--- config.mk ---
export PLATFORM = sky130hd
export DESIGN_NAME = rr_arb_mux
export DESIGN_NICKNAME = d
export VERILOG_FILES = /design/src/rtl/mux_pkg.sv /design/src/rtl/rr_pick.sv /design/src/rtl/rr_arb_mux.sv
export SDC_FILE = /design/constraint.sdc
export NUM_CORES = 1
export LEC_CHECK = 0
export BUFFER_PORTS_ARGS = -buffer_cell sky130_fd_sc_hd__buf_2
export CAP_MARGIN = 20
export CORE_UTILIZATION = 34
export DETAILED_ROUTE_END_ITERATION = 8
export SLEW_MARGIN = 25
export SYNTH_ARGS = -nofsm -noshare
export SYNTH_HDL_FRONTEND = slang
export SYNTH_SLANG_ARGS = --single-unit
--- constraint.sdc ---
create_clock -name clk -period 3.15 [get_ports clk]
set_input_delay 0.63 -clock clk [delete_from_list [all_inputs] [get_ports clk]]
set_output_delay 0.63 -clock clk [all_outputs]
set_load 0.01 [all_outputs]
--- src/rtl/mux_pkg.sv ---
// Shared constants and helpers for the channel arbiters and multiplexers.
package mux_pkg;

    // Arbitration mode encodings
    localparam logic ARB_FIXED = 1'b0;
    localparam logic ARB_RR    = 1'b1;

    // Index increment that wraps to 0 after n-1 (valid for any n, not just powers of two)
    function automatic int unsigned wrap_inc(input int unsigned idx, input int unsigned n);
        return (idx == n - 1) ? 0 : idx + 1;
    endfunction

endpackage

--- src/rtl/rr_pick.sv ---
// Combinational request picker: round-robin starting at ptr, or fixed priority
// with the lowest index winning.
module rr_pick #(
    parameter  int NUM_CH = 4,
    localparam int CH_W   = $clog2(NUM_CH)
) (
    input  logic [NUM_CH-1:0] req,
    input  logic [CH_W-1:0]   ptr,
    input  logic              mode,
    output logic [NUM_CH-1:0] gnt_onehot,
    output logic [CH_W-1:0]   gnt_idx,
    output logic              any
);
    import mux_pkg::*;

    logic [CH_W-1:0] cand;

    // Scan candidates in priority order and grant the first requester found
    always_comb begin
        gnt_onehot = '0;
        gnt_idx    = '0;
        any        = 1'b0;
        cand       = '0;
        for (int unsigned k = 0; k < NUM_CH; k++) begin
            if (mode == ARB_RR) begin
                cand = CH_W'((32'(ptr) + k) % NUM_CH);
            end else begin
                cand = CH_W'(k);
            end
            if (!any && req[cand]) begin
                any              = 1'b1;
                gnt_idx          = cand;
                gnt_onehot[cand] = 1'b1;
            end
        end
    end

endmodule

--- src/rtl/rr_arb_mux.sv ---
// NUM_CH-to-1 valid/ready multiplexer with round-robin or fixed-priority
// arbitration and a single registered output stage.
module rr_arb_mux #(
    parameter  int WIDTH   = 8,
    parameter  int NUM_CH  = 4,
    parameter  int RR_MODE = 1,
    localparam int CH_W    = $clog2(NUM_CH)
) (
    input  logic                    clk,
    input  logic                    rst_n,
    input  logic [NUM_CH-1:0]       in_valid,
    input  logic [NUM_CH*WIDTH-1:0] in_data,
    output logic [NUM_CH-1:0]       in_ready,
    output logic                    out_valid,
    output logic [WIDTH-1:0]        out_data,
    output logic [CH_W-1:0]         out_ch,
    input  logic                    out_ready
);
    import mux_pkg::*;

    logic [CH_W-1:0]   ptr;
    logic [CH_W-1:0]   gnt_idx;
    logic [NUM_CH-1:0] gnt;
    logic              any;
    logic              load_en;
    logic              take;
    logic              mode;
    logic [WIDTH-1:0]  sel_data;

    assign mode = (RR_MODE != 0) ? ARB_RR : ARB_FIXED;

    rr_pick #(.NUM_CH(NUM_CH)) u_pick (
        .req        (in_valid),
        .ptr        (ptr),
        .mode       (mode),
        .gnt_onehot (gnt),
        .gnt_idx    (gnt_idx),
        .any        (any)
    );

    // Handshake glue: accept a word when the output stage is empty or draining
    always_comb begin
        load_en  = !out_valid || out_ready;
        take     = load_en && any;
        in_ready = (load_en && rst_n) ? gnt : '0;
        sel_data = '0;
        for (int unsigned k = 0; k < NUM_CH; k++) begin
            if (gnt[k]) sel_data = in_data[k*WIDTH +: WIDTH];
        end
    end

    // Output register and round-robin pointer
    always_ff @(posedge clk or negedge rst_n) begin
        if (!rst_n) begin
            out_valid <= 1'b0;
            out_data  <= '0;
            out_ch    <= '0;
            ptr       <= '0;
        end else begin
            if (take) begin
                out_valid <= 1'b1;
                out_data  <= sel_data;
                out_ch    <= gnt_idx;
                if (RR_MODE != 0) ptr <= CH_W'(wrap_inc(32'(gnt_idx), NUM_CH));
            end else if (out_ready) begin
                out_valid <= 1'b0;
            end
        end
    end

endmodule

# ---- After elaboration in Yosys (flattened, before gate mapping)
# Index checks and enable logic that the tools add are counted.
# Widths: inputs -> output; s select.
dict set report word_totals {
  latchBits 0
  ff_bits 13
  output_inout_bits 15
  ram_bits 0
  in_bits 39
  wordCells 71
  rom_bits 0
  n_memories 0
}
dict set report classes {
  muxes 36
  reduce_logical 15
  order_cmp 8
  div 0
  mul 0
  n_addsub 4
  n_eq_ne 1
  n_bitwise 3
  shifts 0
}
# operator n
set op_table {}
lappend op_table {{$mux 8} 4}
lappend op_table {{$mux 4} 5}
lappend op_table {{$mux 1} 14}
lappend op_table {{$lt 2x3->1 const B} 4}
lappend op_table {{$or 4x4->4} 3}
lappend op_table {{$mux 2} 5}
lappend op_table {{$logic_and 1x1->1} 9}
lappend op_table {{$bmux 1 s2} 4}
lappend op_table {{$demux 1 s2} 4}
lappend op_table {{$ge 2x1->1 const B} 4}
lappend op_table {{$add 2x1->2 const B} 2}
lappend op_table {{$add 2x2->2 const B} 2}
lappend op_table {{$logic_not 1->1} 4}
lappend op_table {{$eq 2x2->1 const B} 1}
lappend op_table {{$reduce_bool 2->1} 1}
lappend op_table {{$logic_or 1x1->1} 1}

# ---- Depth between registers and ports, before layout
dict set report logic_depth {
  ltp_word 16
  depth_mapped 11
  depth_no_buf 8
}

# ---- Modules after synthesis
# Synthesis repeated with hierarchy kept, for this count alone.
dict set report hier_totals {
  hier_cells 162
  hier_area_um2 1321.3
}
# module cells_each instances seq_area_each_um2 area_each_um2
set modules_own_cells {}
lappend modules_own_cells {rr_arb_mux 92 1 325.3 835.8}
lappend modules_own_cells {rr_pick 70 1 0.0 485.5}

# ---- Worst setup path before layout
# No wires, ideal clock.
dict set report synth_path {
  path_type {register -> register}
  start {register (tool-made name)}
  end {register out_data[0]}
  path_stages_with_launch 10
  slack_ns 0.024
  setup_time_ns 0.104
  path_buffers 2
  arrival_time_ns 3.022
  period_less_slack_ns 3.126
  path_cell_list {dfrtp_1 > buf_2 > inv_1 > ha_1 > mux4_2 > buf_6 > a221o_1 > a222oi_1 > nand2_1 > a221oi_1}
}
# item line_no
set synth_rtl {}
lappend synth_rtl {{to (signal assigned)} rr_arb_mux.sv:62} ;# out_data <= sel_data;
lappend synth_rtl {{to (decl)} rr_arb_mux.sv:15} ;# output logic [WIDTH-1:0] out_data,

==> key figures <==
Clock network
  – Root Driver: clkbuf_8
  – Clock slew seen by the registers of the worst setup and hold paths: 0.06 ns
  – TritonCTS clock tree: done
  – CTS Sinks: 13
  – Worst-Skew Late Latency: 0.24 ns
  – Clock Tree Buf Depth: 2
  – H-tree Lvls: 1
  – CTS Buf Count: 3

Logic synthesis
  – Largest family of logic cells by synthesized area: compound AO/OA/AOI/OAI gates
  – Synth Instances: 163
  – Seq/Total Area, Yosys: 23.7%
  – Compound-gate portion of the synthesized area: 32.4%
  – Main synth FF type: dfrtp_1
  – EDFF count, synth: 0
  – Simple-Gate Fraction of Synth Area: 19.8%
  – Post-synthesis mux area share: 8.77%
  – Top-area cell type share of the netlist area: 23.7%
  – Yosys warnings: 0
  – Mapped cell area: 1370 um2
  – Dominant cell type by area after synthesis: dfrtp_1
  – Syn_area_per_cell: 8.41 um2
  – Synth Register Bits: 13
  – Synth async-reset ratio: 100%
  – Syn Nets: 209
  – Ranking of synthesized cells by area: dfrtp_1 (24%), mux4_2 (6.6%), ha_1 (6.4%)
  – Post-Synth Adder-Cell Area: 6.39%
  – Unique masters post-synth: 35
  – XOR/XNOR Fraction of Synth Area: 0.639%

Final layout
  – Design Area, Final: 1790 um2
  – FILL cells: 392
  – Nets: 270
  – Syn-to-layout area delta: 30.7%
  – N_diodes: 0
  – Commonest non-fill, non-tap cell in the layout: buf_2
  – Most frequent cells in the layout: buf_2 (53), nand2_1 (20), nor2_1 (20)
  – Share of post-route cells with drive strength above 1: 34.5%

Setup path
  – Required @ worst endpoint: 2.52 ns
  – CP Max Fanout: 15
  – Crit end category: primary output
  – Classification of the worst setup path: reg2out
  – Most Frequent Cell on Critical Path: nor2b_1
  – Cell breakdown of the critical path: buf_6 > mux4_2 > nor2b_1 > a221o_1 > a22o_1 > nor2b_1 > buf_2
  – Crit start category: flip-flop
  – Worst EP arrival: 2.37 ns
  – Worst path max stage delay: 0.60 ns
  – Slowest CP cell: mux4_2

Timing
  – Tmin final: 3.00 ns
  – FMAX: 0.333 GHz
  – Fin Clk Skew: 0.00474 ns
  – Final Setup Violations: 0
  – Fin Setup TNS: 0 ns
  – Slew margin rel.: 65.6%
  – Final hold violation count: 0
  – Count of final max-slew check failures: 0
  – RSZ-0062 raised after global routing: false
  – Worst-margin pin slew: 0.515 ns
  – Fin crit share: 95.2%
  – Hold_ws: 0.273 ns

Flow run
  – Max Cap Violations: 0

Detailed routing
  – DRC Markers: 0
  – Drt initial violations: 68
  – Post-detailed-route wirelength per cell: 13.8 um
  – M1 WL: 1710 um
  – Via/cell ratio: 5.31
  – Top layer reached by signal wires: met4
  – Detailed Routing Iterations Pass 1: 4
  – Vias: 1439
  – Post-route ant nets: 0
  – Met2 wire length: 1820 um
  – Met3 Wirelength: 183 um
  – Total Wirelength: 3730 um

Place
  – Placed Area: 1710 um2
  – Final HPWL from detailed placement: 2880 um
  – Placer congestion estimate: 0.846
  – Port Buffer Count: 53

Global routing
  – Total global routing overflow: 0
  – Largest net degree at the start of global routing: 20
  – First-pass GRT wire length: 6090 um
  – Antenna violations before repair: 0
  – All-Layer GR Usage: 18.0%
  – Vias in the first global route: 1331

Power
  – Cell area power density: 1080 nW/um2
  – VDD IR max: 0.401 mV
  – Pleak: 0.880 nW

Floorplan
  – Row count: 22
  – Die ar.: 4290 um2
  – Initial Util: 36.3%
  – CORE AREA: 3770 um2
  – Die Y: 65.5 um
  – Number of I/O pins: 54
  – Die width: 65.5 um

Run status
  – Result of the run: complete, no violations

Min path
  – Hold crit path type: in2async
==> routing by layer <==
layer,global-route usage [%],up-vias
met5,0,-
li1,-,727
met3,1.74,2
met4,3.26,0
met1,23.8,666
met2,32.0,44
==> registers in the layout (all words and copies together) (netlist names), named ones only <==
signal and count:
ptr 1, out_ch 2, out_valid 1, out_data 8
==> what timing repair did <==
| item | in CTS | in global routing |
|---|---|---|
| pin swaps | 0 | 1 |
| buffers inserted | 2 | 0 |
| resized for setup | 0 | 4 |
| setup endpoints to repair | 1 | 9 |
| hold buffers | 0 | 0 |
==> kinds of logic after synthesis <==
family,after synthesis
fa+ha+maj,7
simple gates,56
compound gates,58
mux,7
flops,13
xor+xnor,1
buf+inv,21
==> synthesized netlist by cell type (4+ instances only) <==
cell,instances
nand2_1,20
a21o_1,10
a2111oi_0,8
nor2b_1,4
a21boi_0,8
a21oi_1,7
a221oi_1,9
nand2b_1,5
dfrtp_1,13
nor2_1,20
inv_1,11
mux4_2,4
ha_1,7
==> layout make-up <==
cell class / instances / area, um2 / share of cell area [%]
inverter: 11 / 41.3 / 2.31
multi-input combinational: 129 / 952 / 53.2
sequential: 13 / 325 / 18.2
timing repair buffer: 66 / 367 / 20.5
tap: 48 / 60.1 / 3.35
clock buffer: 4 / 45.0 / 2.52
==> worst max-delay path: cells and delay by family, from the launching register on <==
family,cells,cell delay (ns)
buffers and inverters,2,0.33
and+or+nand+nor,2,0.32
muxes,1,0.60
AOI/OAI and AO/OA,2,0.51
DFF,1,0.37
==> report_power, final <==
part	switching (mW)	internal (mW)
sequential	0.0429	0.256
clock	0.0581	0.0891
combinational	0.799	0.684
==> per-stage QoR <==
stage          util [%]  std cells  power [mW]  worst slack [ns]
4_1_cts            47.0        271        1.90           0.00896
2_1_floorplan         -        163        1.32            0.0242
6_report           47.5        271        1.93             0.151
5_1_grt            47.5        271        2.12            0.0283
3_3_place_gp       45.5        265        1.73             0.191
3_5_place_dp       45.5        265        1.72             0.166
==> final timing paths <==
kind | from | end | slack, ns | depth (start not counted)
worst max-delay path | flip-flop | in_ready[1] | 0.15 | 7
worst min-delay path | rst_n | out_data[3] | 0.27 | 1
worst max register to register | flip-flop | out_data[7] | 0.41 | 8
worst min register to register | out_ch[1] | out_ch[1] | 0.47 | 1
max in group asynchronous | rst_n | ptr[1] | 2.64 | 1
min in group clk | out_ch[1] | out_ch[1] | 0.47 | 1
(Power assumes the default switching activity.)
